File: src/rtl/regfile_hilo_pkg.sv
// -----------------------------------------------------------------------------
// regfile_hilo_pkg
// Shared widths and constants for the MIPS-style register file and the HI/LO
// pair. Imported by regfile_hilo and hilo_reg.
// -----------------------------------------------------------------------------
package regfile_hilo_pkg;

  localparam int RegBus     = 32;   // data word width
  localparam int RegAddrBus = 5;    // GPR address width
  localparam int RegNum     = 32;   // number of GPRs, r0 included

  localparam logic [RegBus-1:0]     ZeroWord     = '0;
  localparam logic [RegAddrBus-1:0] NOPRegAddr   = '0;
  localparam logic                  WriteEnable  = 1'b1;
  localparam logic                  WriteDisable = 1'b0;
  localparam logic                  ReadEnable   = 1'b1;
  localparam logic                  ReadDisable  = 1'b0;
  localparam logic                  RstEnable    = 1'b1;

endpackage

File: src/rtl/regfile_hilo_hilo_reg.sv
// -----------------------------------------------------------------------------
// hilo_reg
// HI/LO multiply/divide result registers with optional write-through bypass.
// Optional feature macro: REGFILE_BYPASS_EN (hilo_we forwards hi_i/lo_i to the
// outputs in the same cycle).
//
// Ports:
//   clk     rising-edge clock
//   rst     synchronous active-high reset, clears HI and LO
//   we      HI/LO write enable from write-back
//   hi_i    HI write data
//   lo_i    LO write data
//   hi_o    HI value to execute (0 while rst=1)
//   lo_o    LO value to execute (0 while rst=1)
// -----------------------------------------------------------------------------
module hilo_reg
  import regfile_hilo_pkg::*;
(
  input  logic              clk,
  input  logic              rst,
  input  logic              we,
  input  logic [RegBus-1:0] hi_i,
  input  logic [RegBus-1:0] lo_i,
  output logic [RegBus-1:0] hi_o,
  output logic [RegBus-1:0] lo_o
);

  logic [RegBus-1:0] hi_q;
  logic [RegBus-1:0] lo_q;

  // Storage: reset wins over a write presented on the same edge.
  always_ff @(posedge clk) begin
    if (rst == RstEnable) begin
      hi_q <= ZeroWord;
      lo_q <= ZeroWord;
    end else if (we == WriteEnable) begin
      hi_q <= hi_i;
      lo_q <= lo_i;
    end
  end

  // Outputs: forced to zero during reset so execute never sees stale values.
  always_comb begin
    hi_o = hi_q;
    lo_o = lo_q;
    if (rst == RstEnable) begin
      hi_o = ZeroWord;
      lo_o = ZeroWord;
    end
`ifdef REGFILE_BYPASS_EN
    else if (we == WriteEnable) begin
      hi_o = hi_i;
      lo_o = lo_i;
    end
`endif
  end

endmodule

File: src/rtl/regfile_hilo.sv
// -----------------------------------------------------------------------------
// regfile_hilo
// 32 x 32-bit general purpose register file (r0 hardwired to zero) with two
// combinational read ports, one write port, plus the HI/LO register pair.
// Optional feature macro: REGFILE_BYPASS_EN (a read of the address being
// written this cycle returns wdata; HI/LO writes forward likewise).
//
// Ports:
//   clk, rst            rising-edge clock, synchronous active-high reset
//   we, waddr, wdata    GPR write port (write-back stage)
//   re1, raddr1, rdata1 read port 1 (rdata1 = 0 when re1=0)
//   re2, raddr2, rdata2 read port 2 (rdata2 = 0 when re2=0)
//   hilo_we, hi_i, lo_i HI/LO write port
//   hi_o, lo_o          HI/LO values to execute
// -----------------------------------------------------------------------------
module regfile_hilo
  import regfile_hilo_pkg::*;
(
  input  logic                  clk,
  input  logic                  rst,
  input  logic                  we,
  input  logic [RegAddrBus-1:0] waddr,
  input  logic [RegBus-1:0]     wdata,
  input  logic                  re1,
  input  logic [RegAddrBus-1:0] raddr1,
  output logic [RegBus-1:0]     rdata1,
  input  logic                  re2,
  input  logic [RegAddrBus-1:0] raddr2,
  output logic [RegBus-1:0]     rdata2,
  input  logic                  hilo_we,
  input  logic [RegBus-1:0]     hi_i,
  input  logic [RegBus-1:0]     lo_i,
  output logic [RegBus-1:0]     hi_o,
  output logic [RegBus-1:0]     lo_o
);

  logic [RegBus-1:0] gpr [RegNum];

  // Write port: r0 is never written, so it stays at its reset value of zero.
  always_ff @(posedge clk) begin
    if (rst == RstEnable) begin
      for (int i = 0; i < RegNum; i++) begin
        gpr[i] <= ZeroWord;
      end
    end else if ((we == WriteEnable) && (waddr != NOPRegAddr)) begin
      gpr[waddr] <= wdata;
    end
  end

  // Read port 1
  always_comb begin
    rdata1 = ZeroWord;
    if ((rst != RstEnable) && (re1 == ReadEnable) && (raddr1 != NOPRegAddr)) begin
`ifdef REGFILE_BYPASS_EN
      if ((we == WriteEnable) && (raddr1 == waddr)) begin
        rdata1 = wdata;
      end else begin
        rdata1 = gpr[raddr1];
      end
`else
      rdata1 = gpr[raddr1];
`endif
    end
  end

  // Read port 2
  always_comb begin
    rdata2 = ZeroWord;
    if ((rst != RstEnable) && (re2 == ReadEnable) && (raddr2 != NOPRegAddr)) begin
`ifdef REGFILE_BYPASS_EN
      if ((we == WriteEnable) && (raddr2 == waddr)) begin
        rdata2 = wdata;
      end else begin
        rdata2 = gpr[raddr2];
      end
`else
      rdata2 = gpr[raddr2];
`endif
    end
  end

  hilo_reg u_hilo_reg (
    .clk  (clk),
    .rst  (rst),
    .we   (hilo_we),
    .hi_i (hi_i),
    .lo_i (lo_i),
    .hi_o (hi_o),
    .lo_o (lo_o)
  );

endmodule
File: config.mk
export PLATFORM = sky130hd
export DESIGN_NAME = regfile_hilo
export DESIGN_NICKNAME = d
export VERILOG_FILES = /design/src/rtl/regfile_hilo_pkg.sv /design/src/rtl/regfile_hilo_hilo_reg.sv /design/src/rtl/regfile_hilo.sv
export SDC_FILE = /design/constraint.sdc
export NUM_CORES = 2
export LEC_CHECK = 0
export ABC_AREA = 1
export BUFFER_PORTS_ARGS = -buffer_cell sky130_fd_sc_hd__buf_2
export CAP_MARGIN = 20
export CORE_ASPECT_RATIO = 0.9
export CORE_MARGIN = 2
export CORE_UTILIZATION = 30
export DETAILED_ROUTE_END_ITERATION = 16
export PLACE_DENSITY_LB_ADDON = 0.12
export SYNTH_ARGS = -nofsm -noshare
export SYNTH_HDL_FRONTEND = slang
export SYNTH_SLANG_ARGS = --single-unit
File: constraint.sdc
create_clock -name clk -period 2.33 [get_ports clk]
set_input_delay 0.3495 -clock clk [delete_from_list [all_inputs] [get_ports clk]]
set_output_delay 0.3495 -clock clk [all_outputs]
set_load 0.01 [all_outputs]
==> results.json <==
{
  "outcome": "complete, but fails checks",
  "violations": "negative setup slack",
  "clock_path_buffers": 3,
  "cp.arrival_ns": 2.18,
  "rsz0062_at_grt": "true",
  "avgSynthCellArea_um2": 8.11,
  "layout_common_cells": "nand2_1 (1673), nor2_1 (1210), edfxtp_1 (1024)",
  "path_buf_inv": 2,
  "ant_nets": 0,
  "fin_crit_ns": 2.53,
  "cp-startpoint": "gpr[15][8]",
  "first_pass_iters": 5,
  "antenna_found_initial": 2,
  "drt_iter0_drc": 6719,
  "synth.distinct_cells": 20,
  "fin_nets": 7849,
  "slew_viol_final": 0,
  "cts_root_buf": "clkbuf_16",
  "startpoint_type": "flop",
  "reg2reg_to": "u_hilo_reg.hi_q[15]",
  "ir_drop_mv": 0.757,
  "vias_per_cell": 5.36,
  "slowest_delay_ns": 0.39,
  "layout-drive-gt1-share": 0.218,
  "fin_crit_sh": 1.09,
  "start_util": 0.302,
  "yosys.area_share.simple": 0.265,
  "grt_pass1_vias": 52224,
  "ff2ff_path_depth": 2,
  "grt_max_degree": 129,
  "ys_seq_elements": 1088,
  "crit_cells": 9,
  "crit_fanout": 2,
  "setup_viol": 64,
  "crit_type": "flop to output pin",
  "dp_hpwl_um": 184000,
  "cts-buffers-inserted": 139,
  "grt_usage": 0.278,
  "ys.warnings.count": 0,
  "postSynthCellCount": 7188,
  "synthToLayoutAreaGrowth_pct": 30.2,
  "coreArea_um2": 193000,
  "slew_headroom": 0.429,
  "timing.fmax_mhz": 395,
  "route.detailed.drc": 0,
  "clock_latency_ns": 0.79,
  "leakagePower_nw": 30.7,
  "cts.clk_slew.worst_paths_ns": 0.06,
  "grt-ovfl-total": 0,
  "synth_fa_ha_area_frac": 0,
  "finalHoldViolCount": 0,
  "netlist_area_um2": 58300,
  "timing.rr.start": "u_hilo_reg.hi_q[15]",
  "max_slew.worst_pin.slew_ns": 0.856,
  "fin_skew_ns": 0,
  "wire_per_inst_um": 27.1,
  "final.setup.worst_slack_ns": -0.199,
  "hold_ws_ns": 0.128,
  "p_total_mw": 52.9,
  "fillers": 19259,
  "path_delay_family": "simple AND/OR/NAND/NOR gates",
  "grt_pass1_wl_um": 394000,
  "post-place-ws_ns": -0.448,
  "num_io_pins": 245,
  "fin_util": 0.393,
  "synthXorXnorAreaFrac": 0,
  "synth-seq-area-share": 0.550,
  "endpoint": "rdata1[8]",
  "r2r_slack_ns": 1.75,
  "cts_tree": "done",
  "cts_sinks": 1088,
  "num_vias": 55716,
  "path_cells": "inv_2 > nand2_1 > o211ai_1 > nand3_1 > nand2_2 > nand3_2 > nand2_4 > nor2_4 > buf_2",
  "htree_num_levels": 4,
  "routed_wl_um": 281000,
  "max_cap_viol_count": 0,
  "portBuffers": 244,
  "synth_compound_area_frac": 0.113,
  "std_cell_rows": 153,
  "fp.dieW_um": 469,
  "hp-class": "input port to flop",
  "endpoint_kind": "output pin",
  "cp.required_ns": 1.98,
  "synth_top_family_by_area": "simple AND/OR/NAND/NOR gates",
  "setup-tns-final_ns": -6.68,
  "dieArea_um2": 198000,
  "multi_input_area_um2": 24300,
  "regArea_um2": 32000,
  "muxShareOfSynthArea": 0,
  "final_common_cell": "nand2_1",
  "place_congestion": 0.881,
  "slowest_stage": "edfxtp_1",
  "die_h_um": 422,
  "power.density_nw_per_um2": 697
}
-- repair_timing --
action	in CTS	in global routing
resized for setup	474	322
setup buffers	12	25
hold endpoints to repair	64	0
endpoints found under the setup margin	64	64
pin swaps	273	242
cloned	4	3
hold buffers	64	0
-- worst min-delay path, cell delays in order --
cell and delay (ns):
buf_2 0.09, inv_2 0.04, buf_12 0.23, a21oi_1 0.16
-- per-stage QoR --
step	instance area [µm²]	instances
after floorplan	58500	7219
after global placement	67900	10068
after detailed placement	67900	10068
after CTS	74700	10375
after global routing	75900	10398
final	75900	10399
-- flip-flops by register name (all words and copies together) (netlist names) --
signal,count
gpr,1024
u_hilo_reg.hi_q,32
u_hilo_reg.lo_q,32
-- kinds of logic (layout without fill, tap and decap cells) --
group	count (synthesis)	count (layout)
and+or+nand+nor	3887	3887
AOI/OAI and AO/OA	1184	1184
DFF	1088	1088
other	1	33
buffers and inverters	1028	1650
-- routing by layer --
metal / GRT usage / part of all wire / vias up
met2: 0.422 / 0.44 / 2787
met5: 0 / 0.000046 / -
met1: 0.395 / 0.43 / 27385
met3: 0.0453 / 0.084 / 515
met4: 0.102 / 0.041 / 2
li1: - / - / 25027
-- how the worst min path moves through the flow --
stage	startpoint	endpoint	slack (ns)	cells after the start
floorplan	u_hilo_reg.hi_q[31]	u_hilo_reg.hi_q[31]	0.43	2
global placement	u_hilo_reg.lo_q[1]	u_hilo_reg.lo_q[1]	0.44	2
detailed placement	u_hilo_reg.hi_q[10]	u_hilo_reg.hi_q[10]	0.45	2
CTS	hilo_we	u_hilo_reg.lo_q[19]	0.07	4
global route	hilo_we	u_hilo_reg.hi_q[5]	0.12	4
finish	hilo_we	u_hilo_reg.lo_q[21]	0.13	4
-- where the power goes --
group          internal, mW  switching [mW]
Sequential             22.5           0.552
Combinational          2.86            5.50
Clock                  12.4            9.15
-- layout make-up --
cell class / count / area share
Tap cell: 2557 / 0.0422
Timing Repair Buffer: 1005 / 0.137
Multi-Input combinational cell: 5103 / 0.320
Inverter: 395 / 0.0200
Clock inverter: 75 / 0.00965
Sequential cell: 1088 / 0.422
Clock buffer: 175 / 0.0487
Antenna cell: 1 / 0.0000330
-- cell usage after synthesis --
| cell type | instances | area [µm²] |
|---|---|---|
| a21oi_1 | 583 | 2920 |
| a31oi_1 | 20 | 125 |
| buf_1 | 62 | 233 |
| buf_2 | 274 | 1370 |
| buf_4 | 9 | 67.6 |
| clkbuf_1 | 288 | 1080 |
| conb_1 | 1 | 3.75 |
| dfxtp_1 | 64 | 1280 |
| edfxtp_1 | 1024 | 30700 |
| inv_1 | 390 | 1460 |
| inv_2 | 5 | 18.8 |
| nand2_1 | 1853 | 6960 |
| nand3_1 | 642 | 3210 |
| nand4_1 | 2 | 12.5 |
| nor2_1 | 1380 | 5180 |
| nor2_2 | 2 | 12.5 |
| nor2_4 | 1 | 11.3 |
| nor3_1 | 7 | 35.0 |
| o211ai_1 | 256 | 1920 |
| o21ai_0 | 325 | 1630 |
No activity file was read; power rests on OpenSTA's default activity.
